File: src/rtl/reg_select_pkg.sv
// Shared types and constants for the register-select decoder.
package reg_select_pkg;

    typedef enum logic {
        IDLE  = 1'b0,
        SWEEP = 1'b1
    } state_t;

    localparam logic MODE_DIRECT = 1'b0;
    localparam logic MODE_SWEEP  = 1'b1;

endpackage

File: src/rtl/reg_select_decoder_bin2onehot.sv
// Combinational binary index to one-hot converter.
module bin2onehot #(
    parameter int ADDR_W = 5,
    localparam int OUT_W = 2 ** ADDR_W
) (
    input  logic [ADDR_W-1:0] idx_i,
    output logic [OUT_W-1:0]  onehot_o
);

    assign onehot_o = OUT_W'(1) << idx_i;

endmodule

File: src/rtl/reg_select_decoder.sv
// One-hot register-select decoder with single-shot and sweep modes.
// Optional macro REG_SELECT_ZERO_PROTECT_EN keeps output bit 0 permanently low.
//
//   state | meaning
//   ------+---------------------------------------------------------------
//   IDLE  | ready for a request; a DIRECT select may be presented
//   SWEEP | walking the one-hot select from the start index up to the top
module reg_select_decoder
    import reg_select_pkg::*;
#(
    parameter int ADDR_W = 5,
    localparam int OUT_W = 2 ** ADDR_W
) (
    input  logic              clk,
    input  logic              rst_n,
    input  logic              in_valid,
    output logic              in_ready,
    input  logic              mode,
    input  logic [ADDR_W-1:0] addr,
    input  logic              abort,
    output logic [OUT_W-1:0]  y,
    output logic              y_valid,
    output logic              busy,
    output logic              done
);

    localparam logic [ADDR_W-1:0] LAST_IDX = '1;
    localparam logic [OUT_W-1:0]  BIT0     = OUT_W'(1);

    state_t            state_q;
    logic [ADDR_W-1:0] cnt_q;
    logic [ADDR_W-1:0] cnt_d;
    logic [ADDR_W-1:0] start_idx;
    logic [ADDR_W-1:0] sel_idx;
    logic [OUT_W-1:0]  onehot;
    logic [OUT_W-1:0]  y_sel;
    logic [OUT_W-1:0]  y_q;
    logic              y_valid_q;
    logic              done_q;

    assign cnt_d = cnt_q + 1'b1;

`ifdef REG_SELECT_ZERO_PROTECT_EN
    // A sweep never visits index 0; a DIRECT hit on 0 is masked below instead.
    assign start_idx = (mode == MODE_SWEEP && addr == '0) ? ADDR_W'(1) : addr;
    assign y_sel     = onehot & ~BIT0;
`else
    assign start_idx = addr;
    assign y_sel     = onehot;
`endif

    // The select register always captures the index that will be on y next cycle.
    assign sel_idx = (state_q == SWEEP) ? cnt_d : start_idx;

    bin2onehot #(.ADDR_W(ADDR_W)) u_bin2onehot (
        .idx_i    (sel_idx),
        .onehot_o (onehot)
    );

    always_ff @(posedge clk) begin
        if (!rst_n) begin
            state_q   <= IDLE;
            cnt_q     <= '0;
            y_q       <= '0;
            y_valid_q <= 1'b0;
            done_q    <= 1'b0;
        end else begin
            y_q       <= '0;
            y_valid_q <= 1'b0;
            done_q    <= 1'b0;
            case (state_q)
                IDLE: begin
                    if (in_valid) begin
                        y_q       <= y_sel;
                        y_valid_q <= 1'b1;
                        if (mode == MODE_SWEEP) begin
                            state_q <= SWEEP;
                            cnt_q   <= start_idx;
                            done_q  <= (start_idx == LAST_IDX);
                        end
                    end
                end
                SWEEP: begin
                    if (abort || cnt_q == LAST_IDX) begin
                        state_q <= IDLE;
                    end else begin
                        cnt_q     <= cnt_d;
                        y_q       <= y_sel;
                        y_valid_q <= 1'b1;
                        done_q    <= (cnt_d == LAST_IDX);
                    end
                end
                default: state_q <= IDLE;
            endcase
        end
    end

    assign in_ready = (state_q == IDLE);
    assign busy     = (state_q == SWEEP);
    assign y        = y_q;
    assign y_valid  = y_valid_q;
    assign done     = done_q;

endmodule

File: config.mk
export PLATFORM = sky130hd
export DESIGN_NAME = reg_select_decoder
export DESIGN_NICKNAME = d
export VERILOG_FILES = /design/src/rtl/reg_select_pkg.sv /design/src/rtl/reg_select_decoder_bin2onehot.sv /design/src/rtl/reg_select_decoder.sv
export SDC_FILE = /design/constraint.sdc
export NUM_CORES = 1
export LEC_CHECK = 0
export ABC_CLOCK_PERIOD_IN_PS = 2000
export CORE_AREA = 8 8 72 74
export DETAILED_ROUTE_END_ITERATION = 8
export DIE_AREA = 0 0 80 82
export PLACE_DENSITY = 0.76
export SLEW_MARGIN = 20
export SYNTH_ARGS = -nofsm -noshare
export SYNTH_HDL_FRONTEND = slang
export SYNTH_SLANG_ARGS = --single-unit
File: constraint.sdc
create_clock -name clk -period 2 [get_ports clk]
set_input_delay 0.4 -clock clk [delete_from_list [all_inputs] [get_ports clk]]
set_output_delay 0.4 -clock clk [all_outputs]
set_load 0.02 [all_outputs]
==> impl_table.tex, run 1 <==
\begin{tabular}{lr}
\hline
Metric & Value \\
\hline
\multicolumn{2}{l}{\textbf{Final layout}} \\
Fraction of final layout cells with drive strength greater than 1 & 20.1\% \\
Filler cells & 361 \\
Most common library cell in the layout ignoring fill and taps & clkdlybuf4s50\_1 \\
Diode insertion count for antenna repair & 0 \\
Area growth from synthesis to layout & 40.1\% \\
Total area of sequential cells & 802 sq um \\
Net total in the final layout & 221 \\
Leading cell types in the layout, fill and taps excluded & 45 x clkdlybuf4s50\_1, 39 x dfxtp\_1, 19 x nor3\_1, 11 x buf\_4, 9 x a211oi\_1 \\
Combined area of the multi-input logic cells & 785 sq um \\
Non-filler instance count after layout & 261 \\
\multicolumn{2}{l}{\textbf{Logic synthesis}} \\
Ys Warns & 0 \\
Flip-flop and latch count after synthesis & 40 \\
Netlist area before placement & 1670 sq um \\
EDFF count, synth & 0 \\
Portion of the post-synthesis area used by sequential elements & 48.1\% \\
Async SR Flop Fraction & 0\% \\
Dominant register cell in the synthesized netlist & dfxtp\_1 \\
Number of instances in the synthesized netlist & 153 \\
Synthesized net count & 166 \\
Mean cell area of the mapped netlist & 10.9 sq um \\
Unique cell type count in the Yosys netlist & 48 \\
\multicolumn{2}{l}{\textbf{Setup path}} \\
Max Fanout on Critical Path & 4 \\
Worst R2R Start & cnt\_q[0]\$\_SDFFE\_PN0P\_ \\
Critical Path RT & 2190 ps \\
Crit end category & flop \\
Worst-case register-to-register setup slack & 70 ps \\
Critical Path, Cell by Cell & ha\_1, and3\_1, ha\_1, or3b\_4, a221o\_1, o211a\_1 \\
WP buf/inv & 0 \\
Length in cells of the worst reg-to-reg path & 6 \\
Crit path kind & reg -> reg \\
Standard cell with the maximum stage delay on the critical path & or3b\_4 \\
Family with the most delay on the worst path & simple AND/OR/NAND/NOR gates \\
Worst path most repeated cell & ha\_1 \\
Worst path max stage delay & 450 ps \\
Type of element launching the critical path & flop \\
Worst path arrival time & 2120 ps \\
Reg2reg end & cnt\_q[1]\$\_SDFFE\_PN0P\_ \\
\multicolumn{2}{l}{\textbf{Global route}} \\
Antenna violations before repair & 0 \\
Wire length of the first global-routing pass & 6.53 mm \\
Largest net degree at the start of global routing & 17 \\
GR Layer Usage met2 & 21.7\% \\
Top Usage Layer GRT & met2 \\
Total global routing track utilization & 12.8\% \\
Met3 Usage GRT & 2.30\% \\
Met1 track utilization from global routing & 15.1\% \\
Gr ovfl total & 0 \\
Via count of the first global-routing pass & 1,306 \\
\multicolumn{2}{l}{\textbf{Die}} \\
Die Y & 82 um \\
Number of primary I/O pins & 46 \\
Number of rows created at floorplan & 24 \\
Floorplan die area & 6560 sq um \\
Starting density of the core & 40.2\% \\
Std-Cell Core Area & 4140 sq um \\
Overall die width & 80 um \\
\multicolumn{2}{l}{\textbf{Timing}} \\
Max-slew headroom at the worst pin & 60.7\% \\
Clock Skews & 6.63 ps \\
Worst Tran Pin Value & 588 ps \\
Number of endpoints failing setup at the final stage & 0 \\
Number of pins exceeding their max-slew limit in the final report & 0 \\
Hold Violations, Final & 0 \\
Total negative setup slack & 0 ps \\
Crit path time final & 1930 ps \\
Final Cycle Share & 96.3\% \\
RSZ-0062 raised after global routing & false \\
Timing-limited maximum frequency & 0.519 GHz \\
Worst hold slack across all endpoints & 628 ps \\
\multicolumn{2}{l}{\textbf{Job}} \\
Max capacitance violation total & 0 \\
\multicolumn{2}{l}{\textbf{Power and ir drop}} \\
Pwr per Cell Area & 697 nW/um\^{}2 \\
Worst IR Drop VDD & 292 uV \\
Leakage component of the power & 0.829 nW \\
\multicolumn{2}{l}{\textbf{Hold path}} \\
Launch instance of the worst min-delay path & cnt\_q[4]\$\_SDFFE\_PN0P\_ \\
End point of the most critical hold path & cnt\_q[4]\$\_SDFFE\_PN0P\_ \\
Number of cells on the worst hold path & 2 \\
Worst min-delay path category & reg -> reg \\
\multicolumn{2}{l}{\textbf{Clocking}} \\
Number of H-tree levels & 2 \\
Clock Sink Count & 40 \\
Count of buffers added by post-CTS timing repair for setup & 0 \\
Number of buffers inserted by hold repair at cts & 0 \\
Clock buffer count from CTS & 5 \\
Later-pin clock latency in the skew report & 300 ps \\
TritonCTS clock tree & yes \\
Clk slew on worst S/H paths & 80 ps \\
Maximum number of buffers from clock root to sink & 2 \\
Root Driver & clkbuf\_8 \\
\multicolumn{2}{l}{\textbf{Placed design}} \\
Routability cong. & 0.903 \\
Number of placed instances, taps included & 253 \\
Hpwl dp & 3.09 mm \\
Total of buffers placed on input and output ports & 45 \\
\multicolumn{2}{l}{\textbf{Detailed routing}} \\
Detail-routed net length per standard cell & 15.8 um \\
Detailed-route wire length & 4.13 mm \\
Routed vias/inst & 5.28 \\
Number of nets with antenna violations after detailed routing & 0 \\
Total DRC errors in the routed layout & 0 \\
Vias & 1,378 \\
Count of routing violations after the opening detailed-route iteration & 65 \\
First-pass iteration count of the detailed router & 4 \\
\multicolumn{2}{l}{\textbf{Status}} \\
Status & finished, final reports clean \\
\hline
\end{tabular}
[per-layer routing]
layer  vias up  part of all wire, %  wire (um)
li1        687                    -          -
met1       638                   43       1780
met2        45                   49       2020
met3         8                  5.8        239
met4         0                  2.3         93
met5         -                    0          0
[through the flow]
stage	utilization (%)	area (sq um)	total power, mW	worst slack [ps]
after floorplan	-	1670	0.983	42.8
after global placement	53.5	2220	1.07	-0.313
after detailed placement	53.5	2220	1.07	-61.5
after CTS	56.2	2330	1.64	23.9
after global routing	56.3	2330	1.68	6.93
final	56.3	2330	1.63	74.0
[kinds of logic (layout without fill, tap and decap cells)]
group / after synthesis / count (layout) / share of synthesized area (%)
and+or+nand+nor: 58 / 58 / 22.8
DFF: 40 / 40 / 48.1
AOI/OAI and AO/OA: 34 / 34 / 17.7
buffers and inverters: 13 / 69 / 5.78
adders and majority gates: 3 / 3 / 2.25
xor gates and xnor gates: 3 / 3 / 1.58
muxes: 2 / 2 / 1.73
[tightest hold or removal path: cells and delay by family, from the launching register on]
| family | cells | cell delay [ps] |
|---|---|---|
| flip-flops | 1 | 330 |
| AO/OA/AOI/OAI | 1 | 70 |
| AND/OR/NAND/NOR | 1 | 180 |
[layout make-up]
| type | instances | share of cell area (%) |
|---|---|---|
| tap | 52 | 2.79 |
| clock buffer | 6 | 3.54 |
| inverter | 3 | 0.483 |
| multi-input combinational | 100 | 33.6 |
| sequential | 40 | 34.4 |
| timing repair buffer | 58 | 24.6 |
| clock inverter | 2 | 0.643 |
[synth_stat cells, types with 3 or more instances]
cell      count  area, sq um
dfxtp_1      40          801
nor3_1       19         95.1
a211oi_1      9         67.6
nor3_2        6         60.1
a32oi_1       5         43.8
buf_6         5         56.3
nand2_1       5         18.8
nor2_1        4         15.0
a21oi_1       3         15.0
and3_1        3         18.8
and3b_1       3         26.3
ha_1          3         37.5
nand3b_1      3         22.5
nor2b_1       3         18.8
[timing repair]
action	in CTS	in global routing
gates cloned	0	0
resized for setup	2	2
endpoints found under the setup margin	13	19
[report_power, final]
part / internal, mW / total, mW / leakage (nW) / switching, mW
clock network: 0.279 / 0.568 / 0.0434 / 0.289
registers: 0.811 / 0.821 / 0.324 / 0.00987
logic: 0.103 / 0.238 / 0.462 / 0.135
[how the worst max path moves through the flow]
stage | startpoint | endpoint | slack [ps] | cells after the start
floorplan | cnt_q[1]$_SDFFE_PN0P_ | cnt_q[1]$_SDFFE_PN0P_ | 40 | 6
global placement | abort | y[9]$_SDFF_PN0_ | -0.3 | 4
detailed placement | abort | y[0]$_SDFF_PN0_ | -60 | 4
CTS | cnt_q[0]$_SDFFE_PN0P_ | y[12]$_SDFF_PN0_ | 20 | 8
global route | cnt_q[0]$_SDFFE_PN0P_ | cnt_q[3]$_SDFFE_PN0P_ | 7 | 6
finish | cnt_q[0]$_SDFFE_PN0P_ | cnt_q[1]$_SDFFE_PN0P_ | 70 | 6
[state kept, by name, indices dropped and copies added (netlist names)]
name     flops
y           32
cnt_q        5
busy         1
done         1
y_valid      1
Power figures use the tool's default switching activity.
==> inputs of run 2 (changes only) <==
CAP_MARGIN = 20   (was unset)
REMOVE_ABC_BUFFERS = 1   (was unset)
==> run 2 against run 1 <==
Compared with the run above:
- global-route usage about the same
- power increased by 7.5%
- non-clock buffer count increased by 2
- largest cell class unchanged
- clock power increased by 22%
- core utilization increased by 0.48 points
- sequential cell count unchanged
- cell count increased by 0.77%
- design area increased by 0.86%
- register-to-register slack improved by 20 ps
- via count increased by 2.0%
- clock skew increased by 1.2 ps
- hold slack got worse by 17 ps
==> impl_table.tex, run 2 (synthesized netlist as in run 1, its figures left out) <==
\begin{tabular}{lr}
\hline
Metric & Value \\
\hline
\multicolumn{2}{l}{\textbf{Power and ir drop}} \\
Combinational share of power & 13.4\% (-1.2 points) \\
Share of total power consumed by net switching & 24.6\% (-2.1 points) \\
Seq pwr share & 46.9\% (-3.6 points) \\
Internal & 1.32 mW (+11\%) \\
Worst IR Drop VDD & 396 uV (+35\%) \\
Pwr per Cell Area & 743 nW/um\^{}2 (+6.6\%) \\
Switching power summed over all nets & 430 uW (-0.86\%) \\
Clock share of power & 39.7\% (+4.8 points) \\
Leakage component of the power & 0.845 nW (+1.8\%) \\
\multicolumn{2}{l}{\textbf{Clocking}} \\
Clock Sink Count & 40 (unchanged) \\
Maximum number of buffers from clock root to sink & 2 (unchanged) \\
Clock buffer count from CTS & 5 (unchanged) \\
Later-pin clock latency in the skew report & 300 ps (about the same) \\
Clk slew on worst S/H paths & 80 ps (about the same) \\
Root Driver & clkbuf\_8 \\
Number of H-tree levels & 2 (unchanged) \\
TritonCTS clock tree & yes \\
\multicolumn{2}{l}{\textbf{Die}} \\
Std-Cell Core Area & 4140 sq um (unchanged) \\
Starting density of the core & 40.2\% (unchanged) \\
Die Y & 82 um (unchanged) \\
Overall die width & 80 um (unchanged) \\
Number of rows created at floorplan & 24 (unchanged) \\
Number of primary I/O pins & 46 (unchanged) \\
Floorplan die area & 6560 sq um (unchanged) \\
\multicolumn{2}{l}{\textbf{Timing}} \\
Number of endpoints failing setup at the final stage & 0 (unchanged) \\
Final worst slack & 78.0 ps (+4.02 ps) \\
RSZ-0062 raised after global routing & false \\
Clock Skews & 7.79 ps (+1.15 ps) \\
Max-slew headroom at the worst pin & 61.4\% (+0.68 points) \\
Worst Tran Pin Value & 578 ps (-10.2 ps) \\
Total negative setup slack & 0 ps (unchanged) \\
Final Cycle Share & 96.1\% (-0.20 points) \\
Worst hold slack across all endpoints & 611 ps (-17.0 ps) \\
Crit path time final & 1920 ps (-4.02 ps) \\
Timing-limited maximum frequency & 0.520 GHz (+0.21\%) \\
Hold Violations, Final & 0 (unchanged) \\
Number of pins exceeding their max-slew limit in the final report & 0 (unchanged) \\
\multicolumn{2}{l}{\textbf{Placed design}} \\
Total of buffers placed on input and output ports & 45 (unchanged) \\
Worst setup slack before clock tree synthesis & 2.59 ps (+64.1 ps) \\
Routability cong. & 0.860 (-4.8\%) \\
Hpwl dp & 3.03 mm (-2.1\%) \\
Placed instance area & 2210 sq um (-0.45\%) \\
\multicolumn{2}{l}{\textbf{Setup path}} \\
Worst path max stage delay & 560 ps (+110 ps) \\
Critical Path RT & 1600 ps (-590 ps) \\
Crit path kind & reg -> out \\
Max Fanout on Critical Path & 8 (+4) \\
Standard cell with the maximum stage delay on the critical path & clkdlybuf4s50\_1 \\
Worst path arrival time & 1520 ps (-600 ps) \\
Type of element launching the critical path & flop \\
Critical Path, Cell by Cell & inv\_2, clkdlybuf4s50\_1 \\
Crit end category & primary output \\
\multicolumn{2}{l}{\textbf{Final layout}} \\
Diode insertion count for antenna repair & 0 (unchanged) \\
Total area of sequential cells & 801 sq um (-0.16\%) \\
Area growth from synthesis to layout & 41.3\% \\
Net total in the final layout & 223 (+0.90\%) \\
Max FFs per register & 32 (unchanged) \\
Fraction of final layout cells with drive strength greater than 1 & 20.9\% (+0.76 points) \\
Leading cell types in the layout, fill and taps excluded & 45 x clkdlybuf4s50\_1, 40 x dfxtp\_1, 19 x nor3\_1, 15 x buf\_4, 9 x a211oi\_1 \\
Most common library cell in the layout ignoring fill and taps & clkdlybuf4s50\_1 \\
Combined area of the multi-input logic cells & 792 sq um (+0.96\%) \\
Cell area after layout & 2350 sq um (+0.86\%) \\
Filler cells & 368 (+1.9\%) \\
\multicolumn{2}{l}{\textbf{Detailed routing}} \\
Routed vias/inst & 5.35 (+1.3\%) \\
Detail-routed net length per standard cell & 15.5 um (-2.2\%) \\
Number of nets with antenna violations after detailed routing & 0 (unchanged) \\
Vias & 1,406 (+2.0\%) \\
Total DRC errors in the routed layout & 0 (unchanged) \\
First-pass iteration count of the detailed router & 5 (+1) \\
Count of routing violations after the opening detailed-route iteration & 79 (+22\%) \\
Detailed-route wire length & 4.07 mm (-1.5\%) \\
\multicolumn{2}{l}{\textbf{Job}} \\
Max capacitance violation total & 0 (unchanged) \\
\multicolumn{2}{l}{\textbf{Global route}} \\
Via count of the first global-routing pass & 1,413 (+8.2\%) \\
Total global routing track utilization & 12.9\% (+0.037 points) \\
Wire length of the first global-routing pass & 6.70 mm (+2.6\%) \\
Largest net degree at the start of global routing & 18 (+1) \\
Antenna violations before repair & 0 (unchanged) \\
Gr ovfl total & 0 (unchanged) \\
\multicolumn{2}{l}{\textbf{Hold path}} \\
Worst min-delay path category & reg -> reg \\
\multicolumn{2}{l}{\textbf{Status}} \\
Status & finished, final reports clean \\
\hline
\end{tabular}
run 2: final cells by class:
type / count / share of cell area (%)
Tap cell: 52 / 2.76
Timing Repair Buffer: 60 / 23.9
Inverter: 3 / 0.478
Clock inverter: 2 / 1.65
Sequential cell: 40 / 34.0
Multi-Input combinational cell: 100 / 33.7
Clock buffer: 6 / 3.51
run 2: metal layers:
metal	track usage, %	wire [um]
met3	4.70	313
met5	0	0
met2	22.1	2030
met1	13.9	1680
met4	6.00	44
run 2: power groups by stage:
stage               Combinational (mW)  Clock (mW)  Sequential (mW)
detailed placement               0.228           0            0.839
finish                           0.235       0.694            0.820
global route                     0.255       0.736            0.822
CTS                              0.231       0.705            0.820
floorplan                        0.105           0            0.857
global placement                 0.225           0            0.838
run 2: final timing paths:
check | start | to | depth (start not counted) | slack, ps
worst max register to register | cnt_q[0]$_SDFFE_PN0P_ | cnt_q[1]$_SDFFE_PN0P_ | 6 | 90
worst min register to register | cnt_q[4]$_SDFFE_PN0P_ | cnt_q[4]$_SDFFE_PN0P_ | 2 | 610
worst min-delay path | cnt_q[4]$_SDFFE_PN0P_ | cnt_q[4]$_SDFFE_PN0P_ | 2 | 610
worst max-delay path | busy$_SDFF_PN0_ | in_ready | 2 | 80
run 2: what timing repair did:
item	in CTS	in global routing
hold buffers	0	0
setup endpoints to repair	2	23
setup buffers	0	0
gates resized for setup	1	4
run 2: critical path, delay by kind of cell, from the launching register on:
family	cells	cell delay, ps
flops	1	520
buf+inv	2	700
run 2: metrics by stage:
step	cells	util, %	power [mW]
global route	263	56.8	1.81
global placement	255	53.3	1.06
floorplan	143	-	0.961
CTS	263	56.5	1.76
detailed placement	255	53.3	1.07
finish	263	56.8	1.75
